[src/rtl/serializador_paridade_if.sv]
// Handshake and serial-output bundle between the word source, the serializer and the parity detector.
// Signals: data_in/data_valid come from upstream and data_ready goes back to it.
// clr_out/bit_out/bit_valid/frame_start/frame_end/busy go downstream to the detector.
interface serializador_paridade_if #(
  parameter int WIDTH = 8
);
  logic [WIDTH-1:0] data_in;
  logic             data_valid;
  logic             data_ready;
  logic             clr_out;
  logic             bit_out;
  logic             bit_valid;
  logic             frame_start;
  logic             frame_end;
  logic             busy;

  // Upstream word source plus the observer of the serial side.
  modport master (
    output data_in, data_valid,
    input  data_ready, clr_out, bit_out, bit_valid, frame_start, frame_end, busy
  );

  // The serializer itself.
  modport slave (
    input  data_in, data_valid,
    output data_ready, clr_out, bit_out, bit_valid, frame_start, frame_end, busy
  );
endinterface

[src/rtl/serializador_paridade.sv]
// Parallel-to-serial stage feeding the serial parity detector. clr_out pulses once before every frame.
// Latency: clr_out 1 cycle after the handshake, first bit at +2, last bit at +1+WIDTH (+1 with parity).
// Backpressure: data_ready is high only in IDLE. Upstream holds data_in/data_valid until they are accepted.
// Ports: clk, reset (synchronous, active-high), bus (serializador_paridade_if.slave).
// Optional macro PARITY_APPEND_EN appends an even-parity bit that carries frame_end.
module serializador_paridade #(
  parameter int WIDTH     = 8,   // 2..32
  parameter int LSB_FIRST = 1,
  parameter int GAP       = 0    // 0..15
) (
  input  logic                 clk,
  input  logic                 reset,
  serializador_paridade_if.slave bus
);

  localparam int CW = ($clog2(WIDTH) > 1) ? $clog2(WIDTH) : 1;
  localparam logic [CW-1:0] CNT_LAST = CW'(WIDTH - 1);
  localparam logic [3:0]    GAP_LAST = 4'((GAP == 0) ? 0 : GAP - 1);

`ifdef PARITY_APPEND_EN
  typedef enum logic [2:0] {IDLE, CLR, SHIFT, PAR, GAP_S} state_t;
`else
  typedef enum logic [2:0] {IDLE, CLR, SHIFT, GAP_S} state_t;
`endif

  state_t           state, state_nx;
  logic [WIDTH-1:0] sreg;
  logic [CW-1:0]    cnt;
  logic [3:0]       gcnt;
  logic             handshake;
  logic             last_bit;
`ifdef PARITY_APPEND_EN
  logic             par_q;   // even parity of the accepted word, captured before shifting destroys it
`endif

  assign handshake = bus.data_valid && (state == IDLE);
  assign last_bit  = (cnt == CNT_LAST);

  always_ff @(posedge clk) begin
    if (reset) begin
      state <= IDLE;
      sreg  <= '0;
      cnt   <= '0;
      gcnt  <= '0;
`ifdef PARITY_APPEND_EN
      par_q <= 1'b0;
`endif
    end else begin
      state <= state_nx;
      case (state)
        IDLE: begin
          if (handshake) begin
            sreg <= bus.data_in;
`ifdef PARITY_APPEND_EN
            par_q <= ^bus.data_in;
`endif
          end
        end
        SHIFT: begin
          if (LSB_FIRST != 0) sreg <= sreg >> 1;
          else                sreg <= sreg << 1;
          cnt <= last_bit ? '0 : cnt + CW'(1);
        end
        GAP_S: begin
          gcnt <= (gcnt == GAP_LAST) ? 4'd0 : gcnt + 4'd1;
        end
        default: ;
      endcase
    end
  end

  always_comb begin
    state_nx         = state;
    bus.data_ready   = 1'b0;
    bus.busy         = 1'b0;
    bus.clr_out      = 1'b0;
    bus.bit_out      = 1'b0;
    bus.bit_valid    = 1'b0;
    bus.frame_start  = 1'b0;
    bus.frame_end    = 1'b0;
    case (state)
      IDLE: begin
        bus.data_ready = 1'b1;
        if (handshake) state_nx = CLR;
      end
      CLR: begin
        bus.busy    = 1'b1;
        bus.clr_out = 1'b1;
        state_nx    = SHIFT;
      end
      SHIFT: begin
        bus.busy        = 1'b1;
        bus.bit_valid   = 1'b1;
        bus.bit_out     = (LSB_FIRST != 0) ? sreg[0] : sreg[WIDTH-1];
        bus.frame_start = (cnt == '0);
`ifdef PARITY_APPEND_EN
        if (last_bit) state_nx = PAR;
`else
        // Without a parity bit the last data bit closes the frame.
        bus.frame_end = last_bit;
        if (last_bit) state_nx = (GAP > 0) ? GAP_S : IDLE;
`endif
      end
`ifdef PARITY_APPEND_EN
      PAR: begin
        bus.busy      = 1'b1;
        bus.bit_valid = 1'b1;
        bus.bit_out   = par_q;
        bus.frame_end = 1'b1;
        state_nx      = (GAP > 0) ? GAP_S : IDLE;
      end
`endif
      GAP_S: begin
        bus.busy = 1'b1;
        if (gcnt == GAP_LAST) state_nx = IDLE;
      end
      default: state_nx = IDLE;
    endcase
  end

endmodule

[src/flat_wrapper.sv]
// flat-port wrapper written by rule: the top's interface ports become plain ports
module serializador_paridade_flat 
#(
  parameter int WIDTH     = 8,           
  parameter int LSB_FIRST = 1,
  parameter int GAP       = 0            
)
  (clk, reset, bus_data_in, bus_data_valid, bus_data_ready, bus_clr_out, bus_bit_out, bus_bit_valid, bus_frame_start, bus_frame_end, bus_busy);
  serializador_paridade_if #(.WIDTH(WIDTH)) bus_i ();
  input  logic clk;
  input  logic reset;
  input wire logic [$bits(bus_i.data_in)-1:0] bus_data_in;
  input wire logic [$bits(bus_i.data_valid)-1:0] bus_data_valid;
  output wire logic [$bits(bus_i.data_ready)-1:0] bus_data_ready;
  output wire logic [$bits(bus_i.clr_out)-1:0] bus_clr_out;
  output wire logic [$bits(bus_i.bit_out)-1:0] bus_bit_out;
  output wire logic [$bits(bus_i.bit_valid)-1:0] bus_bit_valid;
  output wire logic [$bits(bus_i.frame_start)-1:0] bus_frame_start;
  output wire logic [$bits(bus_i.frame_end)-1:0] bus_frame_end;
  output wire logic [$bits(bus_i.busy)-1:0] bus_busy;
  assign bus_i.data_in = bus_data_in;
  assign bus_i.data_valid = bus_data_valid;
  assign bus_data_ready = bus_i.data_ready;
  assign bus_clr_out = bus_i.clr_out;
  assign bus_bit_out = bus_i.bit_out;
  assign bus_bit_valid = bus_i.bit_valid;
  assign bus_frame_start = bus_i.frame_start;
  assign bus_frame_end = bus_i.frame_end;
  assign bus_busy = bus_i.busy;
  serializador_paridade #(.WIDTH(WIDTH), .LSB_FIRST(LSB_FIRST), .GAP(GAP)) u_core (.clk(clk), .reset(reset), .bus(bus_i));
endmodule
[config.mk]
export PLATFORM = sky130hd
export DESIGN_NAME = serializador_paridade_flat
export DESIGN_NICKNAME = d
export VERILOG_FILES = /design/src/rtl/serializador_paridade_if.sv /design/src/rtl/serializador_paridade.sv /design/src/flat_wrapper.sv
export SDC_FILE = /design/constraint.sdc
export NUM_CORES = 1
export LEC_CHECK = 0
export ABC_AREA = 1
export BUFFER_PORTS_ARGS = -buffer_cell sky130_fd_sc_hd__buf_2
export CORE_ASPECT_RATIO = 1.5
export CORE_MARGIN = 2
export CORE_UTILIZATION = 35
export CTS_CLUSTER_SIZE = 10
export DETAILED_ROUTE_END_ITERATION = 10
export PLACE_DENSITY_LB_ADDON = 0.05
export SLEW_MARGIN = 20
export SYNTH_ARGS = -nofsm -noshare
export SYNTH_HDL_FRONTEND = slang
export SYNTH_SLANG_ARGS = --single-unit
[constraint.sdc]
create_clock -name clk -period 1.2 [get_ports clk]
set_input_delay 0.24 -clock clk [delete_from_list [all_inputs] [get_ports clk]]
set_output_delay 0.24 -clock clk [all_outputs]
set_load 0.1 [all_outputs]
==> summary.txt <==
Final Max Tran Viols: 0
Drt total wl: 2.04 mm
Drt drc: 0
Port bufs: 17
Leakage: 0.662 nW
Count leader, synth: nand2_1
Synth Register Bits: 17
Vias: 893
Crit end category: output pin
Die Wd: 45.1 um
Inst Count DP: 185
Clk slew on worst S/H paths: 100 ps
Slew headroom: 76.1%
CTS tree: yes
1st-pass router iterations: 4
Setup ws final: -282 ps
CTS root buffer: clkbuf_4
Post-DR wirelength/cell: 10.5 um
ANT nets after route: 0
Diode count: 0
Layout cells sized above 1: 37.4%
Final setup fails: 7
Critical Path AT: 1240 ps
Synth cell count leaders: 31 x nand2_1, 27 x inv_1, 19 x nor2_1
PwrDens: 1030 nW/um^2
Met3 routed WL: 57 um
Outcome: finished, violations left
Post-synth ARST share: 0%
Hold slack: 162 ps
R2r setup slk: 50 ps
Met1 WL: 850 um
GP Congestion: 0.768
Largest net degree at the start of global routing: 14
Hold Crit Start: reset
Initial drt markers: 8
CP Launch Type: flip-flop
Total negative slack: -1560 ps
Ports: 18
Synth warnings: 0
Tmin final: 1480 ps
Util after Layout: 57.3%
WS Path Type: flip-flop to output pin
Main synth FF type: dfxtp_1
Reg2reg path depth: 6
Met2 WL: 1.07 mm
Post-synth top area share: 38.5%
Grt ovf: 0
Endpoint, Worst Hold: u_core.cnt[1]
Worst Tran Pin Value: 358 ps
RSZ-0062 raised after global routing: true
Gate Count Post-Synth: 136
Place WS: -35.7 ps
Initial Util: 36.5%
Max layer used: met4
Std-Cell Rows: 22
Num CTS Buffers: 3
# fillers: 246
First-pass GRT wire length: 3.65 mm
Syn nets: 152
Final period utilization: 123%
Worst skew pair latency: 290 ps
Vias in the first global route: 911
Max Clk Rate: 0.675 GHz
Max capacitance violation total: 0
Final Cell Area: 1390 sq um
Mean Syn Cell Area: 6.50 sq um
Area Growth Syn to Fin: 57.0%
Cell Area, Placed: 1230 sq um
Final Hold Fails: 0
RR Startpoint: u_core.cnt[1]
EDFF count, synth: 0
Post-route clock skew: 0.725 ps
Worst-path fanout max: 3
Hold depth: 2
Final layout net count: 188
Leading area contributor after synthesis: dfxtp_1
Dpl hpwl: 1.54 mm
Sequential element share of the synthesized area: 38.5%
Non-Filler Instances: 195
Total Power: 1.43 mW
Maximum vdd drop: 0.651 mV
Post-DR vias/cell: 4.58
Worst Hold Class: input pin to flip-flop
H-tree depth: 1
Core area: 2420 sq um
Netlist cell types: 13
Failing checks: setup timing
CTS Sinks: 17
Antenna violations before repair: 0
Mapped Area: 885 sq um
Critical Path RT: 960 ps
Die area: 2950 sq um
Gr usage total: 16.5%
Die Ht: 65.6 um
Maximum root-to-sink buffer count: 2
Synth top area cells: dfxtp_1 38%, nand2_1 13%, inv_1 11%
Worst r2r dst: u_core.cnt[1]
==> layout by cell type, fill, tap and decap left out <==
cell type,n
a21oi_1,12
a21oi_2,1
buf_12,8
buf_2,10
buf_4,12
buf_6,3
buf_8,1
clkbuf_1,1
clkbuf_4,3
clkinvlp_4,1
dfxtp_1,13
dfxtp_2,2
dfxtp_4,2
ha_1,3
ha_4,2
inv_1,22
inv_2,6
nand2_1,27
nand2_2,3
nand2_4,3
nand3_1,4
nand3_2,1
nor2_1,14
nor2_4,5
o21ai_0,8
o21ai_1,3
o21ai_4,1
==> report_power, final <==
group / switching [mW] / total (mW) / leakage [nW] / internal (mW)
sequential: 0.0275 / 0.630 / 0.142 / 0.603
combinational: 0.283 / 0.487 / 0.505 / 0.204
clock: 0.188 / 0.318 / 0.0150 / 0.129
==> how the worst max path moves through the flow <==
| stage | cells after the start | from | endpoint |
|---|---|---|---|
| after floorplan | 4 | u_core.state[1] | bus_frame_start |
| after global placement | 5 | u_core.cnt[1] | bus_frame_end |
| after detailed placement | 5 | u_core.cnt[1] | bus_frame_end |
| after CTS | 5 | u_core.cnt[0] | bus_frame_end |
| after global routing | 5 | u_core.state[0] | bus_frame_start |
| final | 5 | u_core.cnt[1] | bus_frame_end |
==> cell type report <==
type,count,area [sq um],area share (%)
timing repair buffer,34,349,25.1
sequential,17,350,25.2
inverter,29,113,8.11
tap,24,30.0,2.16
clock buffer,4,26.3,1.89
multi-input combinational,87,520,37.5
==> worst max-delay path, stage by stage (launching register included) <==
cell	delay, ps
dfxtp_4	380
ha_4	140
ha_4	120
inv_2	40
nor2_4	90
buf_12	180
==> per-layer routing <==
metal,vias up,global-route usage [%]
li1,483,-
met1,393,17.9
met2,13,29.3
met3,4,2.20
met4,0,8.82
met5,-,0
==> kinds of logic (layout without fill, tap and decap cells) <==
kind of cell	Yosys count	count (layout)	share of synthesized area (%)
and+or+nand+nor	57	57	25.5
buffers and inverters	32	67	14.4
AOI/OAI and AO/OA	25	25	14.6
DFF	17	17	38.5
adders and majority gates	5	5	7.07
==> sequential cells by signal, indices dropped and copies added, names as in the netlist <==
signal,count
u_core.gcnt,4
u_core.state,2
u_core.cnt,3
u_core.sreg,8
==> repair_timing <==
item / CTS / global route
pin swaps: 7 / 2
hold buffers: 0 / 0
gates resized for setup: 20 / 9
setup buffers: 5 / 2
endpoints found under the setup margin: 15 / 22
(Power assumes the default switching activity.)
